==> src/rtl/reaction_timer_pkg.sv <==
// Shared types and constants for the multi-channel reaction timer.
// Holds the FSM state encodings, the LFSR seed/taps and the frame-size helper.
package reaction_timer_pkg;

  typedef enum logic [1:0] {
    StIdle,
    StWait,
    StArmed,
    StShift
  } rt_state_e;

  typedef enum logic [1:0] {
    SpiIdle,
    SpiLow,
    SpiHigh,
    SpiTail
  } spi_state_e;

  localparam logic [15:0] LfsrSeed = 16'hACE1;
  // Right-shifting Galois form of x^16 + x^14 + x^13 + x^11 + 1.
  localparam logic [15:0] LfsrTaps = 16'hB400;

  function automatic int unsigned frame_width(input int unsigned n_ch, input int unsigned cnt_w);
    return n_ch * (cnt_w + 2);
  endfunction

endpackage

==> src/rtl/spi_frame_tx.sv <==
// Mode-0 SPI master that shifts out one parallel-loaded frame, MSB first.
// done_o pulses for one cycle together with the rising edge of cs_no.
module spi_frame_tx
  import reaction_timer_pkg::*;
#(
  parameter int unsigned FrameW = 8,
  parameter int unsigned SpiDiv = 4
) (
  input  logic              clk_i,
  input  logic              rst_ni,
  input  logic              start_i,
  input  logic [FrameW-1:0] data_i,
  output logic              sclk_o,
  output logic              mosi_o,
  output logic              cs_no,
  output logic              done_o
);

  localparam int unsigned DivW = (SpiDiv > 1) ? $clog2(SpiDiv) : 1;
  localparam int unsigned BitW = $clog2(FrameW + 1);

  spi_state_e        state_q, state_d;
  logic [DivW-1:0]   div_q, div_d;
  logic [BitW-1:0]   bits_q, bits_d;
  logic [FrameW-1:0] shreg_q, shreg_d;
  logic              sclk_q, sclk_d;
  logic              cs_n_q, cs_n_d;
  logic              done_q, done_d;
  logic              half_end;

  assign half_end = (div_q == DivW'(SpiDiv - 1));

  always_ff @(posedge clk_i) begin
    if (!rst_ni) begin
      state_q <= SpiIdle;
    end else begin
      state_q <= state_d;
    end
  end

  always_comb begin
    state_d = state_q;
    unique case (state_q)
      SpiIdle: if (start_i) state_d = SpiLow;
      SpiLow:  if (half_end) state_d = SpiHigh;
      SpiHigh: if (half_end) state_d = (bits_q == '0) ? SpiTail : SpiLow;
      SpiTail: if (half_end) state_d = SpiIdle;
      default: state_d = SpiIdle;
    endcase
  end

  // mosi is the shift-register MSB, so it only moves on load and on sclk falls.
  always_comb begin
    div_d   = (state_q == SpiIdle || half_end) ? '0 : div_q + DivW'(1);
    bits_d  = bits_q;
    shreg_d = shreg_q;
    sclk_d  = sclk_q;
    cs_n_d  = cs_n_q;
    done_d  = 1'b0;
    unique case (state_q)
      SpiIdle: begin
        if (start_i) begin
          shreg_d = data_i;
          bits_d  = BitW'(FrameW - 1);
          cs_n_d  = 1'b0;
        end
      end
      SpiLow: begin
        if (half_end) sclk_d = 1'b1;
      end
      SpiHigh: begin
        if (half_end) begin
          sclk_d = 1'b0;
          if (bits_q != '0) begin
            shreg_d = {shreg_q[FrameW-2:0], 1'b0};
            bits_d  = bits_q - BitW'(1);
          end
        end
      end
      SpiTail: begin
        if (half_end) begin
          cs_n_d = 1'b1;
          done_d = 1'b1;
        end
      end
      default: ;
    endcase
  end

  always_ff @(posedge clk_i) begin
    if (!rst_ni) begin
      div_q   <= '0;
      bits_q  <= '0;
      shreg_q <= '0;
      sclk_q  <= 1'b0;
      cs_n_q  <= 1'b1;
      done_q  <= 1'b0;
    end else begin
      div_q   <= div_d;
      bits_q  <= bits_d;
      shreg_q <= shreg_d;
      sclk_q  <= sclk_d;
      cs_n_q  <= cs_n_d;
      done_q  <= done_d;
    end
  end

  assign sclk_o = sclk_q;
  assign mosi_o = shreg_q[FrameW-1];
  assign cs_no  = cs_n_q;
  assign done_o = done_q;

endmodule

==> src/rtl/multi_reaction_timer.sv <==
// Multi-player reaction timer: random pre-delay, per-channel reaction capture,
// foul detection, and a serial report of all channels over SPI.
module multi_reaction_timer
  import reaction_timer_pkg::*;
#(
  parameter int unsigned N_CH        = 4,
  parameter int unsigned CNT_W       = 12,
  parameter int unsigned TICK_DIV    = 1000,
  parameter int unsigned DLY_MIN     = 500,
  parameter int unsigned DLY_RANGE_W = 10,
  parameter int unsigned SPI_DIV     = 4
) (
  input  logic            clk,
  input  logic            rst_n,
  input  logic            start,
  input  logic [N_CH-1:0] btn,
  output logic            led,
  output logic            busy,
  output logic            done,
  output logic            spi_sclk,
  output logic            spi_mosi,
  output logic            spi_cs_n
);

  localparam int unsigned FrameW = frame_width(N_CH, CNT_W);
  localparam int unsigned ChW    = CNT_W + 2;
  localparam int unsigned TickW  = $clog2(TICK_DIV);
  localparam int unsigned DlyW   = $clog2(DLY_MIN + (1 << DLY_RANGE_W) + 1);
  localparam logic [CNT_W-1:0] CntMax = '1;

  rt_state_e state_q, state_d;

  logic [15:0]                 lfsr_q;
  logic [N_CH-1:0]             sync1_q, sync2_q, sync3_q;
  logic [N_CH-1:0]             press, cap;
  logic [TickW-1:0]            div_q;
  logic                        tick;
  logic [DlyW-1:0]             dly_q;
  logic [CNT_W-1:0]            count_q;
  logic [N_CH-1:0]             foul_q, hit_q, tout_q;
  logic [N_CH-1:0][CNT_W-1:0]  rt_time_q;
  logic                        sent_q;
  logic                        armed_exit;
  logic [FrameW-1:0]           frame;
  logic                        tx_start, tx_done;

  assign press      = sync2_q & ~sync3_q;
  assign cap        = press & ~foul_q & ~hit_q;
  assign tick       = (div_q == TickW'(TICK_DIV - 1));
  assign armed_exit = (state_q == StArmed) && (state_d == StShift);

  always_ff @(posedge clk) begin
    if (!rst_n) begin
      state_q <= StIdle;
    end else begin
      state_q <= state_d;
    end
  end

  always_comb begin
    state_d = state_q;
    unique case (state_q)
      StIdle:  if (start) state_d = StWait;
      StWait: begin
        if (&foul_q)            state_d = StShift;
        else if (dly_q == '0)   state_d = StArmed;
      end
      StArmed: if ((&(hit_q | foul_q)) || count_q == CntMax) state_d = StShift;
      StShift: if (tx_done) state_d = StIdle;
      default: state_d = StIdle;
    endcase
  end

  always_comb begin
    led      = (state_q == StArmed);
    busy     = (state_q != StIdle);
    tx_start = (state_q == StShift) && !sent_q;
  end

  always_ff @(posedge clk) begin
    if (!rst_n) begin
      lfsr_q    <= LfsrSeed;
      sync1_q   <= '0;
      sync2_q   <= '0;
      sync3_q   <= '0;
      div_q     <= '0;
      dly_q     <= '0;
      count_q   <= '0;
      foul_q    <= '0;
      hit_q     <= '0;
      tout_q    <= '0;
      rt_time_q <= '0;
      sent_q    <= 1'b0;
    end else begin
      lfsr_q  <= {1'b0, lfsr_q[15:1]} ^ (lfsr_q[0] ? LfsrTaps : 16'h0000);
      sync1_q <= btn;
      sync2_q <= sync1_q;
      sync3_q <= sync2_q;
      // Prescaler restarts on every state change so tick counts align to entry.
      if (state_q == StIdle || state_d != state_q || tick) begin
        div_q <= '0;
      end else begin
        div_q <= div_q + TickW'(1);
      end
      case (state_q)
        StIdle: begin
          if (start) begin
            dly_q     <= DlyW'(DLY_MIN) + DlyW'(lfsr_q[DLY_RANGE_W-1:0]);
            count_q   <= '0;
            foul_q    <= '0;
            hit_q     <= '0;
            tout_q    <= '0;
            rt_time_q <= '0;
            sent_q    <= 1'b0;
          end
        end
        StWait: begin
          foul_q <= foul_q | press;
          if (tick && dly_q != '0) dly_q <= dly_q - DlyW'(1);
        end
        StArmed: begin
          if (tick && count_q != CntMax) count_q <= count_q + CNT_W'(1);
          hit_q <= hit_q | cap;
          for (int i = 0; i < N_CH; i++) begin
            if (cap[i]) begin
              rt_time_q[i] <= count_q;
            end else if (armed_exit && !hit_q[i] && !foul_q[i]) begin
              rt_time_q[i] <= CntMax;
            end
          end
          if (armed_exit) tout_q <= ~(hit_q | cap | foul_q);
        end
        StShift: begin
          if (tx_start) sent_q <= 1'b1;
        end
        default: ;
      endcase
    end
  end

  // Channel 0 occupies the most significant field so it is shifted out first.
  always_comb begin
    frame = '0;
    for (int i = 0; i < N_CH; i++) begin
      frame[FrameW - 1 - i * ChW -: ChW] =
          {foul_q[i], tout_q[i], (foul_q[i] ? {CNT_W{1'b0}} : rt_time_q[i])};
    end
  end

  spi_frame_tx #(
    .FrameW(FrameW),
    .SpiDiv(SPI_DIV)
  ) u_spi_frame_tx (
    .clk_i  (clk),
    .rst_ni (rst_n),
    .start_i(tx_start),
    .data_i (frame),
    .sclk_o (spi_sclk),
    .mosi_o (spi_mosi),
    .cs_no  (spi_cs_n),
    .done_o (tx_done)
  );

  assign done = tx_done;

endmodule

==> config.mk <==
export PLATFORM = sky130hd
export DESIGN_NAME = multi_reaction_timer
export DESIGN_NICKNAME = d
export VERILOG_FILES = /design/src/rtl/reaction_timer_pkg.sv /design/src/rtl/spi_frame_tx.sv /design/src/rtl/multi_reaction_timer.sv
export SDC_FILE = /design/constraint.sdc
export NUM_CORES = 1
export LEC_CHECK = 0
export ABC_AREA = 0
export CAP_MARGIN = 20
export CORE_MARGIN = 3
export CORE_UTILIZATION = 30
export DETAILED_ROUTE_END_ITERATION = 10
export DONT_BUFFER_PORTS = 1
export GPL_TIMING_DRIVEN = 0
export PLACE_DENSITY_LB_ADDON = 0.12
export SLEW_MARGIN = 20
export SYNTH_ARGS = -nofsm -noshare
export SYNTH_HDL_FRONTEND = slang
export SYNTH_SLANG_ARGS = --single-unit
==> constraint.sdc <==
create_clock -name clk -period 1.85 [get_ports clk]
set_input_delay 0.0925 -clock clk [delete_from_list [all_inputs] [get_ports clk]]
set_output_delay 0.0925 -clock clk [all_outputs]
set_load 0.05 [all_outputs]
==> flow_metrics.env, run 1 <==
export IMPL_fin_worst_skew_ps=15.0
export IMPL_nets=981
export IMPL_grt_ovfl_total=0
export IMPL_chipWidth_um=171
export IMPL_clkSlewWorstSetupHoldPaths_ps=80
export IMPL_synthCells=915
export IMPL_total_power_uw=11700
export IMPL_die_area_um2=29200
export IMPL_yosys_area_share_xor_xnor_pct=2.15
export IMPL_pin_count=13
export IMPL_initial_core_util_pct=30.9
export IMPL_gp_congestion=0.800
export IMPL_worst_path_max_delay_cell="sky130_fd_sc_hd__or4_1"
export IMPL_final_hold_viol_count=0
export IMPL_post_synth_and_or_nand_nor_area_fraction_pct=19.9
export IMPL_setup_slack_of_the_most_critical_reg_to_reg_path_ps=-150
export IMPL_global_route_wire_length_before_repair_mm=37.9
export IMPL_routed_vias=6895
export IMPL_critical_path_cell_list="nor4bb_2, nand4_1, buf_6, o31a_1, or4_1, a21oi_2"
export IMPL_r2r_end="count_q[5]"
export IMPL_synth_enable_flop_cells=0
export IMPL_worst_r2r_startpoint="div_q[4]"
export IMPL_p_int_uw=7830
export IMPL_antenna_found_initial=0
export IMPL_setup_repair_after_global_routing_missed_its_margin="true"
export IMPL_clk_insertion_delay_late_ps=450
export IMPL_crit_path_start_kind="flip-flop"
export IMPL_muxShareOfSynthArea_pct=1.10
export IMPL_worst_hold_slack_ps=51.7
export IMPL_die_height_um=171
export IMPL_clkSinkCount=193
export IMPL_ys_types=58
export IMPL_final_setup_worst_slack_ps=-145
export IMPL_outcome="complete, but fails checks"
export IMPL_mappedNetlistArea_um2=8150
export IMPL_core_um2=26400
export IMPL_root_buffer="sky130_fd_sc_hd__clkbuf_16"
export IMPL_wire_per_inst_um=18.3
export IMPL_p_leak_uw=0.00348
export IMPL_pre_cts_slack_ps=-671
export IMPL_power_per_cell_area_nw_per_um2=1180
export IMPL_worst_path_stages=6
export IMPL_synth_top_family_by_area="compound AO/OA/AOI/OAI gates"
export IMPL_failed_checks="negative setup slack"
export IMPL_h_tree_depth=4
export IMPL_highest_layer_used_for_signal_routing="met4"
export IMPL_yosysSeqAreaShare_pct=47.4
export IMPL_globalRouteTotalUtil_pct=16.8
export IMPL_syn_mean_instance_area_um2=8.91
export IMPL_cap_viol_max_count=0
export IMPL_drt_drc_violations_left=0
export IMPL_data_required_time_at_the_worst_endpoint_ps=2220
export IMPL_clkPwrFrac_pct=32.7
export IMPL_report_final_setup_viol=24
export IMPL_synth_adder_area_share_pct=0.921
export IMPL_tns_ps=-1610
export IMPL_p_seq_share_pct=42.2
export IMPL_mappedNetlistNets=928
export IMPL_fmax_mhz=501
export IMPL_timing_critical_path_arrival_ps=2360
export IMPL_timing_critical_path_buf_inv=1
export IMPL_p_switching_uw=3900
export IMPL_met3RoutedLength_um=975
export IMPL_cp_top_family="simple AND/OR/NAND/NOR gates"
export IMPL_met2_wirelength_mm=11.2
export IMPL_placementRows=59
export IMPL_place_port_buffers=0
export IMPL_synth_seq_cells=193
export IMPL_synth_top_cells_by_area="sky130_fd_sc_hd__dfxtp_1 (47%), sky130_fd_sc_hd__a21oi_1 (7.6%), sky130_fd_sc_hd__a211oi_1 (5.4%)"
export IMPL_timing_critical_path_to_type="flip-flop"
export IMPL_routed_wirelength_mm=24.1
export IMPL_detail_route_antenna_nets=0
export IMPL_worst_hold_path_type="in -> reg"
export IMPL_synth_ff_type="sky130_fd_sc_hd__dfxtp_1"
export IMPL_timing_critical_path_fanout_max=7
export IMPL_wl_met1_mm=11.6
export IMPL_first_global_vias=6606
export IMPL_grt_max_degree=20
export IMPL_power_share_switching_pct=33.2
export IMPL_drt_first_pass_iters=5
export IMPL_dp_hpwl_mm=16.3
export IMPL_crit_end="count_q[5]"
export IMPL_netlist_top_cell_by_area="sky130_fd_sc_hd__dfxtp_1"
export IMPL_cp_slowest_stage_delay_ps=510
export IMPL_cp_startpoint="div_q[4]"
export IMPL_synth_compound_area_share_pct=24.3
export IMPL_yosys_area_top_type_share_pct=47.4
export IMPL_tritoncts="yes"
export IMPL_synth_warnings=0
export IMPL_fin_crit_ps=2000
export IMPL_rr_worst_depth=6
export IMPL_final_layout_size_suffix_gt1_share_pct=21.2
export IMPL_flow_area_growth_from_synthesis_pct=22.3
export IMPL_peakVddDrop_v=0.000492
export IMPL_final_max_slew_violation_count=0
export IMPL_worst_setup_path_type="reg -> reg"
export IMPL_drt_first_iter_violations=424
export IMPL_cts_buffers_inserted=17
export IMPL_post_route_period_util_pct=108
export IMPL_worstMarginPinSlew_ps=841
export IMPL_worst_slew_margin_rel_pct=43.9
export IMPL_vias_per_cell=5.24
export IMPL_max_clock_path_buffers=2
export IMPL_antenna_diodes=0
export IMPL_combPwrFrac_pct=25.1
export IMPL_synth_async_sr_flop_share_pct=0
how the worst min path moves through the flow:
| stage | from | slack, ps | end | cells past startpoint |
|---|---|---|---|---|
| floorplan | btn[0] | 220 | sync1_q[0] | 1 |
| global placement | btn[1] | 220 | sync1_q[1] | 1 |
| detailed placement | btn[1] | 220 | sync1_q[1] | 1 |
| CTS | start | 40 | rt_time_q[0] | 2 |
| global route | start | 50 | rt_time_q[0] | 2 |
| finish | start | 50 | rt_time_q[0] | 2 |
routing by layer:
metal  GRT usage [%]  vias to the layer above
li1                -                     3415
met1            23.5                     3339
met2            26.5                      115
met3            3.37                       26
met4            4.41                        0
met5               0                        -
worst register-to-register path, cell delays in order, from the launching register on:
cell                       delay, ps
sky130_fd_sc_hd__dfxtp_4         350
sky130_fd_sc_hd__nor4bb_2        270
sky130_fd_sc_hd__nand4_1         140
sky130_fd_sc_hd__buf_6           160
sky130_fd_sc_hd__o31a_1          340
sky130_fd_sc_hd__or4_1           510
sky130_fd_sc_hd__a21oi_2         140
logic make-up after synthesis:
logic type | after synthesis
AOI/OAI and AO/OA | 302
and+or+nand+nor | 302
DFF | 193
buffers and inverters | 83
xor gates and xnor gates | 20
muxes | 9
adders and majority gates | 6
final cells by class:
| type | count | area, µm² |
|---|---|---|
| Buffer | 64 | 392 |
| Clock buffer | 18 | 439 |
| Clock inverter | 14 | 164 |
| Fill cell | 2673 | 16400 |
| Inverter | 16 | 60.1 |
| Multi-Input combinational cell | 639 | 4290 |
| Sequential cell | 193 | 3900 |
| Tap cell | 335 | 419 |
| Timing Repair Buffer | 37 | 310 |
flip-flops by register name, indices dropped and copies added, names as in the netlist:
name	flops
u_spi_frame_tx.shreg_q	56
rt_time_q	48
lfsr_q	16
count_q	12
dly_q	11
div_q	10
u_spi_frame_tx.bits_q	6
foul_q	4
hit_q	4
sync1_q	4
sync2_q	4
sync3_q	4
tout_q	4
state_q	2
u_spi_frame_tx.div_q	2
u_spi_frame_tx.state_q	2
sent_q	1
u_spi_frame_tx.cs_no	1
u_spi_frame_tx.done_o	1
u_spi_frame_tx.sclk_o	1
power groups by stage:
stage               clock [µW]  combinational, µW  sequential (µW)
floorplan                    0               1780             4940
global placement             0               2410             5030
detailed placement           0               2410             5030
CTS                       3930               2740             4940
global route              4100               3220             5010
finish                    3830               2940             4950
cells in the final DEF, fill, tap and decap left out, drive strengths merged, types with 9 or more instances in the layout:
cell type	Yosys	final
a211oi	59	59
a21oi	128	128
and2	21	21
buf	24	59
clkbuf	43	55
dfxtp	193	193
inv	16	25
mux2i	9	9
nand2	36	36
nand2b	16	16
nand3	12	12
nor2	112	112
nor3	11	11
nor3b	47	47
o21a	34	34
o21ai	29	29
o221a	16	16
o31ai	10	10
or4	9	9
xnor2	13	13
timing repair:
action | CTS | global route
hold buffers | 5 | 0
hold endpoints to repair | 7 | 0
cloned | 2 | 2
gates resized for setup | 104 | 75
endpoints found under the setup margin | 151 | 143
pin swaps | 22 | 13
buffers inserted | 18 | 10
metrics by stage:
| stage | utilization, % | cells | instance area [µm²] |
|---|---|---|---|
| 2_1_floorplan | - | 915 | 8160 |
| 3_3_place_gp | 32.5 | 1250 | 8580 |
| 3_5_place_dp | 32.5 | 1250 | 8580 |
| 4_1_cts | 36.6 | 1305 | 9640 |
| 5_1_grt | 37.8 | 1316 | 9970 |
| 6_report | 37.8 | 1316 | 9970 |
cells in the mapped netlist (3+ instances only):
library cell / number
sky130_fd_sc_hd__o211ai_1: 3
sky130_fd_sc_hd__buf_4: 6
sky130_fd_sc_hd__nand4_1: 4
sky130_fd_sc_hd__o21ai_0: 25
sky130_fd_sc_hd__dfxtp_1: 193
sky130_fd_sc_hd__ha_1: 6
sky130_fd_sc_hd__xor2_1: 7
sky130_fd_sc_hd__o21a_1: 34
sky130_fd_sc_hd__o221a_2: 16
sky130_fd_sc_hd__inv_1: 15
sky130_fd_sc_hd__xnor2_1: 13
sky130_fd_sc_hd__nor3_1: 11
sky130_fd_sc_hd__nand2_1: 36
sky130_fd_sc_hd__buf_2: 9
sky130_fd_sc_hd__nor2_1: 112
sky130_fd_sc_hd__o31ai_1: 10
sky130_fd_sc_hd__a21oi_1: 124
sky130_fd_sc_hd__or4_1: 8
sky130_fd_sc_hd__nand3b_1: 3
sky130_fd_sc_hd__mux2i_1: 9
sky130_fd_sc_hd__a32o_1: 4
sky130_fd_sc_hd__a21oi_2: 4
sky130_fd_sc_hd__and2_1: 21
sky130_fd_sc_hd__a211oi_1: 59
sky130_fd_sc_hd__nand2b_1: 16
sky130_fd_sc_hd__and3_1: 8
sky130_fd_sc_hd__or2_2: 3
sky130_fd_sc_hd__o31a_1: 3
sky130_fd_sc_hd__nor3b_1: 47
sky130_fd_sc_hd__or3_1: 3
sky130_fd_sc_hd__nor2b_1: 6
sky130_fd_sc_hd__nand3_1: 12
sky130_fd_sc_hd__buf_1: 9
sky130_fd_sc_hd__o21ai_1: 4
sky130_fd_sc_hd__clkbuf_1: 43
Power figures use the tool's default switching activity.
==> run 2: changes to the inputs <==
REMOVE_ABC_BUFFERS = 1   (was not set)
==> run 2 against run 1 <==
The flow still finishes with violations (negative setup slack). Via count down 0.91%. Fmax increased by 3.7%. Clock power fell by 2%. Register-to-register slack gained 70 ps. Die area unchanged. Non-clock buffer count down 38. Clock-buffer cell count unchanged. Routed wire length down 3.1%. Cell area is 2.4% higher. Total power increased by 0.97%. Sequential share of layout area decreased by 0.73 points. Largest cell class unchanged.
==> flow_metrics.env, run 2 (same netlist as run 1, synthesis figures left out) <==
export IMPL_fin_crit_ps=1920
export IMPL_cap_viol_max_count=0
export IMPL_p_leak_uw=0.00356
export IMPL_critical_path_cell_list="nor4bb_2, nand4_1, buf_6, o31a_4, or4_1, a21oi_1"
export IMPL_drt_first_iter_violations=388
export IMPL_layout_commonest_cell="sky130_fd_sc_hd__dfxtp_1"
export IMPL_worst_path_stages=6
export IMPL_data_required_time_at_the_worst_endpoint_ps=2210
export IMPL_r2r_end="count_q[5]"
export IMPL_post_route_period_util_pct=104
export IMPL_root_buffer="sky130_fd_sc_hd__clkbuf_16"
export IMPL_cp_slowest_stage_delay_ps=470
export IMPL_holdCritStartpoint="rst_n"
export IMPL_worst_hold_slack_ps=4.15
export IMPL_tritoncts="yes"
export IMPL_grt_ovfl_total=0
export IMPL_flow_area_growth_from_synthesis_pct=25.2
export IMPL_routed_wirelength_mm=23.4
export IMPL_routed_vias=6832
export IMPL_gp_congestion=0.743
export IMPL_nets=952
export IMPL_cts_buffers_inserted=17
export IMPL_h_tree_depth=4
export IMPL_worst_hold_path_type="in -> reg"
export IMPL_timing_critical_path_to_type="flip-flop"
export IMPL_pin_count=13
export IMPL_clkSinkCount=193
export IMPL_final_layout_size_suffix_gt1_share_pct=20.9
export IMPL_initial_core_util_pct=30.9
export IMPL_clkPwrFrac_pct=31.8
export IMPL_outcome="complete, but fails checks"
export IMPL_grt_max_degree=61
export IMPL_antenna_found_initial=0
export IMPL_crit_path_start_kind="flip-flop"
export IMPL_drt_first_pass_iters=5
export IMPL_first_global_vias=6775
export IMPL_most_frequent_cells_in_the_layout="sky130_fd_sc_hd__dfxtp_1 (170), sky130_fd_sc_hd__a21oi_1 (122), sky130_fd_sc_hd__nor2_1 (106)"
export IMPL_dp_hpwl_mm=12.6
export IMPL_power_share_switching_pct=32.5
export IMPL_setup_slack_of_the_most_critical_reg_to_reg_path_ps=-70
export IMPL_clk_insertion_delay_late_ps=440
export IMPL_peakVddDrop_v=0.000555
export IMPL_rr_worst_depth=6
export IMPL_core_um2=26400
export IMPL_clkSlewWorstSetupHoldPaths_ps=70
export IMPL_timing_critical_path_arrival_ps=2290
export IMPL_worst_path_max_delay_cell="sky130_fd_sc_hd__or4_1"
export IMPL_globalRouteTotalUtil_pct=16.4
export IMPL_chipWidth_um=171
export IMPL_fmax_mhz=520
export IMPL_layout_filler_cells=2655
export IMPL_max_clock_path_buffers=2
export IMPL_timing_critical_path_fanout_max=6
export IMPL_wire_per_inst_um=18.2
export IMPL_final_hold_viol_count=0
export IMPL_failed_checks="negative setup slack"
export IMPL_largest_reg_flops=56
export IMPL_place_port_buffers=0
export IMPL_power_per_cell_area_nw_per_um2=1160
export IMPL_worst_slew_margin_rel_pct=35.2
export IMPL_pre_cts_slack_ps=-1330
export IMPL_worst_r2r_startpoint="div_q[4]"
export IMPL_p_switching_uw=3850
export IMPL_final_max_slew_violation_count=0
export IMPL_layout_core_utilization_pct=38.7
export IMPL_cp_top_family="simple AND/OR/NAND/NOR gates"
export IMPL_combPwrFrac_pct=26.0
export IMPL_drt_drc_violations_left=0
export IMPL_final_setup_worst_slack_ps=-74.7
export IMPL_die_height_um=171
export IMPL_worstMarginPinSlew_ps=962
export IMPL_hold_path_endpoint="u_spi_frame_tx.bits_q[1]"
export IMPL_top_register="u_spi_frame_tx.shreg_q"
export IMPL_p_int_uw=7990
export IMPL_timing_critical_path_buf_inv=1
export IMPL_largest_registers="u_spi_frame_tx.shreg_q x56, rt_time_q x48, lfsr_q x16"
export IMPL_global_route_wire_length_before_repair_mm=37.6
export IMPL_placementRows=59
export IMPL_fin_worst_skew_ps=21.4
export IMPL_p_seq_share_pct=42.2
export IMPL_detail_route_antenna_nets=0
export IMPL_vias_per_cell=5.31
export IMPL_worstHoldPathCells=2
export IMPL_worst_setup_path_type="reg -> reg"
export IMPL_report_final_setup_viol=32
export IMPL_die_area_um2=29200
export IMPL_setup_repair_after_global_routing_missed_its_margin="true"
export IMPL_antenna_diodes=0
run 2: cell count changes in the layout (fill, tap and decap cells not counted), sizes merged:
cell | before | now
buf | 59 | 54
bufinv | 1 | 2
clkbuf | 55 | 19
clkinv | 2 | 1
clkinvlp | 2 | 6
dlygate4sd3 | 5 | 8
inv | 25 | 21
nand2b | 16 | 19
nor2b | 6 | 7
o31a | 3 | 7
run 2: cell type report:
class | instances | area, µm² | share of cell area, %
Timing Repair inverter | 1 | 5.00 | 0.0490
Clock inverter | 13 | 153 | 1.50
Clock buffer | 18 | 429 | 4.20
Timing Repair Buffer | 63 | 728 | 7.13
Tap cell | 335 | 419 | 4.11
Multi-Input combinational cell | 647 | 4490 | 44.0
Inverter | 16 | 71.3 | 0.699
Sequential cell | 193 | 3920 | 38.3
run 2: repair_timing:
item | CTS | global route
gates cloned | 10 | 1
buffers inserted | 32 | 15
setup endpoints to repair | 148 | 142
resized for setup | 83 | 59
endpoints found under the hold margin | 59 | 13
hold buffers | 8 | 1
pin swaps | 22 | 30
run 2: power by group through the flow:
stage	clock network, µW	logic, µW	registers, µW
2_1_floorplan	0	1660	4960
3_3_place_gp	0	2240	5050
3_5_place_dp	0	2230	5050
4_1_cts	3880	2810	4970
5_1_grt	4030	3370	5050
6_report	3770	3080	4990
run 2: how the worst max path moves through the flow:
stage,start,end,slack (ps)
CTS,div_q[4],count_q[5],-90
floorplan,u_spi_frame_tx.state_q[1],u_spi_frame_tx.shreg_q[12],-2880
detailed placement,state_q[0],rt_time_q[12],-1330
global route,div_q[4],count_q[5],-190
global placement,u_spi_frame_tx.state_q[1],u_spi_frame_tx.shreg_q[27],-5180
finish,div_q[4],count_q[5],-70
run 2: worst reg2reg max path: stages (launching register included):
cell	delay, ps
sky130_fd_sc_hd__dfxtp_4	350
sky130_fd_sc_hd__nor4bb_2	280
sky130_fd_sc_hd__nand4_1	140
sky130_fd_sc_hd__buf_6	160
sky130_fd_sc_hd__o31a_4	310
sky130_fd_sc_hd__or4_1	470
sky130_fd_sc_hd__a21oi_1	150
run 2: metal layers:
layer  share of wire (%)  GRT usage (%)
met2                  47           26.5
met5                   0              0
met4                 1.4           5.04
met1                  49           22.4
met3                 3.1           2.66
run 2: through the flow:
step                      total power (µW)  setup TNS [ps]  std cells  area (µm²)
after CTS                            11700            -267       1269        9810
after floorplan                       6620         -169470        848        7870
after detailed placement              7280         -106850       1188        8440
after global placement                7290         -372830       1183        8290
after global routing                 12400           -4180       1286       10200
final                                11800            -911       1286       10200
==> run 3: changes to the inputs <==
CORE_UTILIZATION = 50   (was 30)
==> run 3 against run 2 <==
The run still ends with negative setup slack left. Clock skew decreased by 11 ps. Cell area decreased by 0.66%. Total power decreased by 2.1%. Fmax decreased by 3.1%.
==> flow_metrics.env, run 3 (same netlist as run 1, synthesis figures left out) <==
export IMPL_timing_critical_path_buf_inv=3
export IMPL_layout_filler_cells=1334
export IMPL_cts_buffers_inserted=17
export IMPL_r2r_end="dly_q[10]"
export IMPL_clkSlewWorstSetupHoldPaths_ps=70
export IMPL_routed_vias=7082
export IMPL_p_leak_uw=0.00360
export IMPL_power_per_cell_area_nw_per_um2=1140
export IMPL_antenna_found_initial=0
export IMPL_drt_first_pass_iters=5
export IMPL_grt_max_degree=82
export IMPL_post_route_period_util_pct=107
export IMPL_gp_congestion=0.806
export IMPL_layout_commonest_cell="sky130_fd_sc_hd__dfxtp_1"
export IMPL_cp_slowest_stage_delay_ps=400
export IMPL_die_area_um2=17900
export IMPL_max_clock_path_buffers=2
export IMPL_h_tree_depth=4
export IMPL_final_max_slew_violation_count=0
export IMPL_timing_critical_path_fanout_max=6
export IMPL_final_setup_worst_slack_ps=-137
export IMPL_place_port_buffers=0
export IMPL_die_height_um=134
export IMPL_tritoncts="yes"
export IMPL_grt_ovfl_total=0
export IMPL_dp_hpwl_mm=11.7
export IMPL_outcome="complete, but fails checks"
export IMPL_clkSinkCount=193
export IMPL_vias_per_cell=5.99
export IMPL_drt_first_iter_violations=505
export IMPL_setup_repair_after_global_routing_missed_its_margin="true"
export IMPL_report_final_setup_viol=63
export IMPL_wire_per_inst_um=19.0
export IMPL_clk_insertion_delay_late_ps=430
export IMPL_final_hold_viol_count=0
export IMPL_data_required_time_at_the_worst_endpoint_ps=2220
export IMPL_routed_wirelength_mm=22.5
export IMPL_most_frequent_cells_in_the_layout="sky130_fd_sc_hd__dfxtp_1 (172), sky130_fd_sc_hd__a21oi_1 (121), sky130_fd_sc_hd__nor2_1 (101)"
export IMPL_largest_reg_flops=56
export IMPL_cp_startpoint="dly_q[1]"
export IMPL_fin_crit_ps=1990
export IMPL_flow_area_growth_from_synthesis_pct=24.4
export IMPL_timing_critical_path_arrival_ps=2360
export IMPL_largest_registers="u_spi_frame_tx.shreg_q x56, rt_time_q x48, lfsr_q x16"
export IMPL_worst_setup_path_type="reg -> reg"
export IMPL_first_global_vias=6883
export IMPL_drt_drc_violations_left=0
export IMPL_multiInputGateArea_um2=4400
export IMPL_worst_hold_path_type="in -> reg"
export IMPL_worst_path_max_delay_cell="sky130_fd_sc_hd__or3b_4"
export IMPL_rr_worst_depth=9
export IMPL_pre_cts_slack_ps=-1040
export IMPL_root_buffer="sky130_fd_sc_hd__clkbuf_16"
export IMPL_dpl_cell_count=1069
export IMPL_tns_ps=-3260
export IMPL_crit_end="dly_q[10]"
export IMPL_top_register="u_spi_frame_tx.shreg_q"
export IMPL_timing_critical_path_to_type="flip-flop"
export IMPL_pin_count=13
export IMPL_worst_slew_margin_rel_pct=27.8
export IMPL_chipWidth_um=134
export IMPL_nets=967
export IMPL_antenna_diodes=0
export IMPL_cap_viol_max_count=0
export IMPL_critical_path_cell_list="inv_4, ha_4, or3b_4, nor4_4, buf_4, o31a_4, buf_6, a21oi_2, nor2_1"
export IMPL_seq_area_um2=3910
export IMPL_finalNonFillerCells=1183
export IMPL_placementRows=46
export IMPL_cp_top_family="simple AND/OR/NAND/NOR gates"
export IMPL_globalRouteTotalUtil_pct=24.4
export IMPL_setup_slack_of_the_most_critical_reg_to_reg_path_ps=-140
export IMPL_initial_core_util_pct=51.1
export IMPL_fmax_mhz=503
export IMPL_crit_path_start_kind="flip-flop"
export IMPL_failed_checks="negative setup slack"
export IMPL_core_um2=15900
export IMPL_peakVddDrop_v=0.000775
export IMPL_worst_r2r_startpoint="dly_q[1]"
export IMPL_final_layout_size_suffix_gt1_share_pct=21.2
export IMPL_worstMarginPinSlew_ps=1070
export IMPL_global_route_wire_length_before_repair_mm=35.0
export IMPL_worst_path_stages=9
export IMPL_fin_worst_skew_ps=9.87
export IMPL_detail_route_antenna_nets=0
-- run 3: worst reg2reg max path, stage by stage (launching register included) --
cell                      delay, ps
sky130_fd_sc_hd__dfxtp_4        360
sky130_fd_sc_hd__inv_4           70
sky130_fd_sc_hd__ha_4           130
sky130_fd_sc_hd__or3b_4         400
sky130_fd_sc_hd__nor4_4         300
sky130_fd_sc_hd__buf_4          170
sky130_fd_sc_hd__o31a_4         180
sky130_fd_sc_hd__buf_6          140
sky130_fd_sc_hd__a21oi_2         60
sky130_fd_sc_hd__nor2_1         110
-- run 3: final cells by class --
type | count | share of cell area (%)
Clock buffer | 24 | 4.95
Inverter | 16 | 0.728
Timing Repair Buffer | 82 | 9.15
Timing Repair inverter | 1 | 0.0493
Tap cell | 216 | 2.66
Clock inverter | 8 | 0.530
Multi-Input combinational cell | 643 | 43.4
Sequential cell | 193 | 38.6
-- run 3: power breakdown --
group          total (µW)  internal [µW]  leakage (µW)  switching (µW)
Sequential           5000           4630       0.00159             372
Combinational        3140           1400       0.00174            1740
Clock                3440           1900      0.000276            1550
-- run 3: through the flow --
step / area [µm²] / hold slack, ps / util (%) / total power [µW]
final: 10100 / 45.8 / 63.6 / 11600
after global routing: 10100 / 82.0 / 63.6 / 12100
after CTS: 9760 / 11.5 / 61.2 / 11300
after detailed placement: 8290 / 170 / 52.0 / 7230
after global placement: 8140 / 169 / 51.1 / 7170
after floorplan: 7870 / 154 / - / 6620
-- run 3: how the worst min path moves through the flow --
| stage | cells after the start | end | start | slack, ps |
|---|---|---|---|---|
| 2_1_floorplan | 1 | lfsr_q[10] | rst_n | 150 |
| 3_3_place_gp | 1 | lfsr_q[13] | rst_n | 170 |
| 3_5_place_dp | 1 | lfsr_q[13] | rst_n | 170 |
| 4_1_cts | 3 | sent_q | start | 10 |
| 5_1_grt | 2 | tout_q[2] | rst_n | 80 |
| 6_report | 3 | sent_q | start | 50 |
-- run 3: what timing repair did --
item / in CTS / in global routing
hold endpoints to repair: 84 / 0
setup endpoints to repair: 147 / 144
resized for setup: 75 / 57
cloned: 6 / 3
setup buffers: 38 / 15
pin swaps: 28 / 31
hold buffers: 21 / 0
-- run 3: metal layers --
| metal | up-vias | routed length, µm | share of wire (%) | track usage [%] |
|---|---|---|---|---|
| li1 | 3387 | - | - | - |
| met2 | 207 | 10900 | 48 | 40.9 |
| met1 | 3432 | 9820 | 44 | 30.5 |
| met4 | 0 | 818 | 3.6 | 10.2 |
| met3 | 56 | 968 | 4.3 | 5.10 |
| met5 | - | 0 | 0 | 0 |
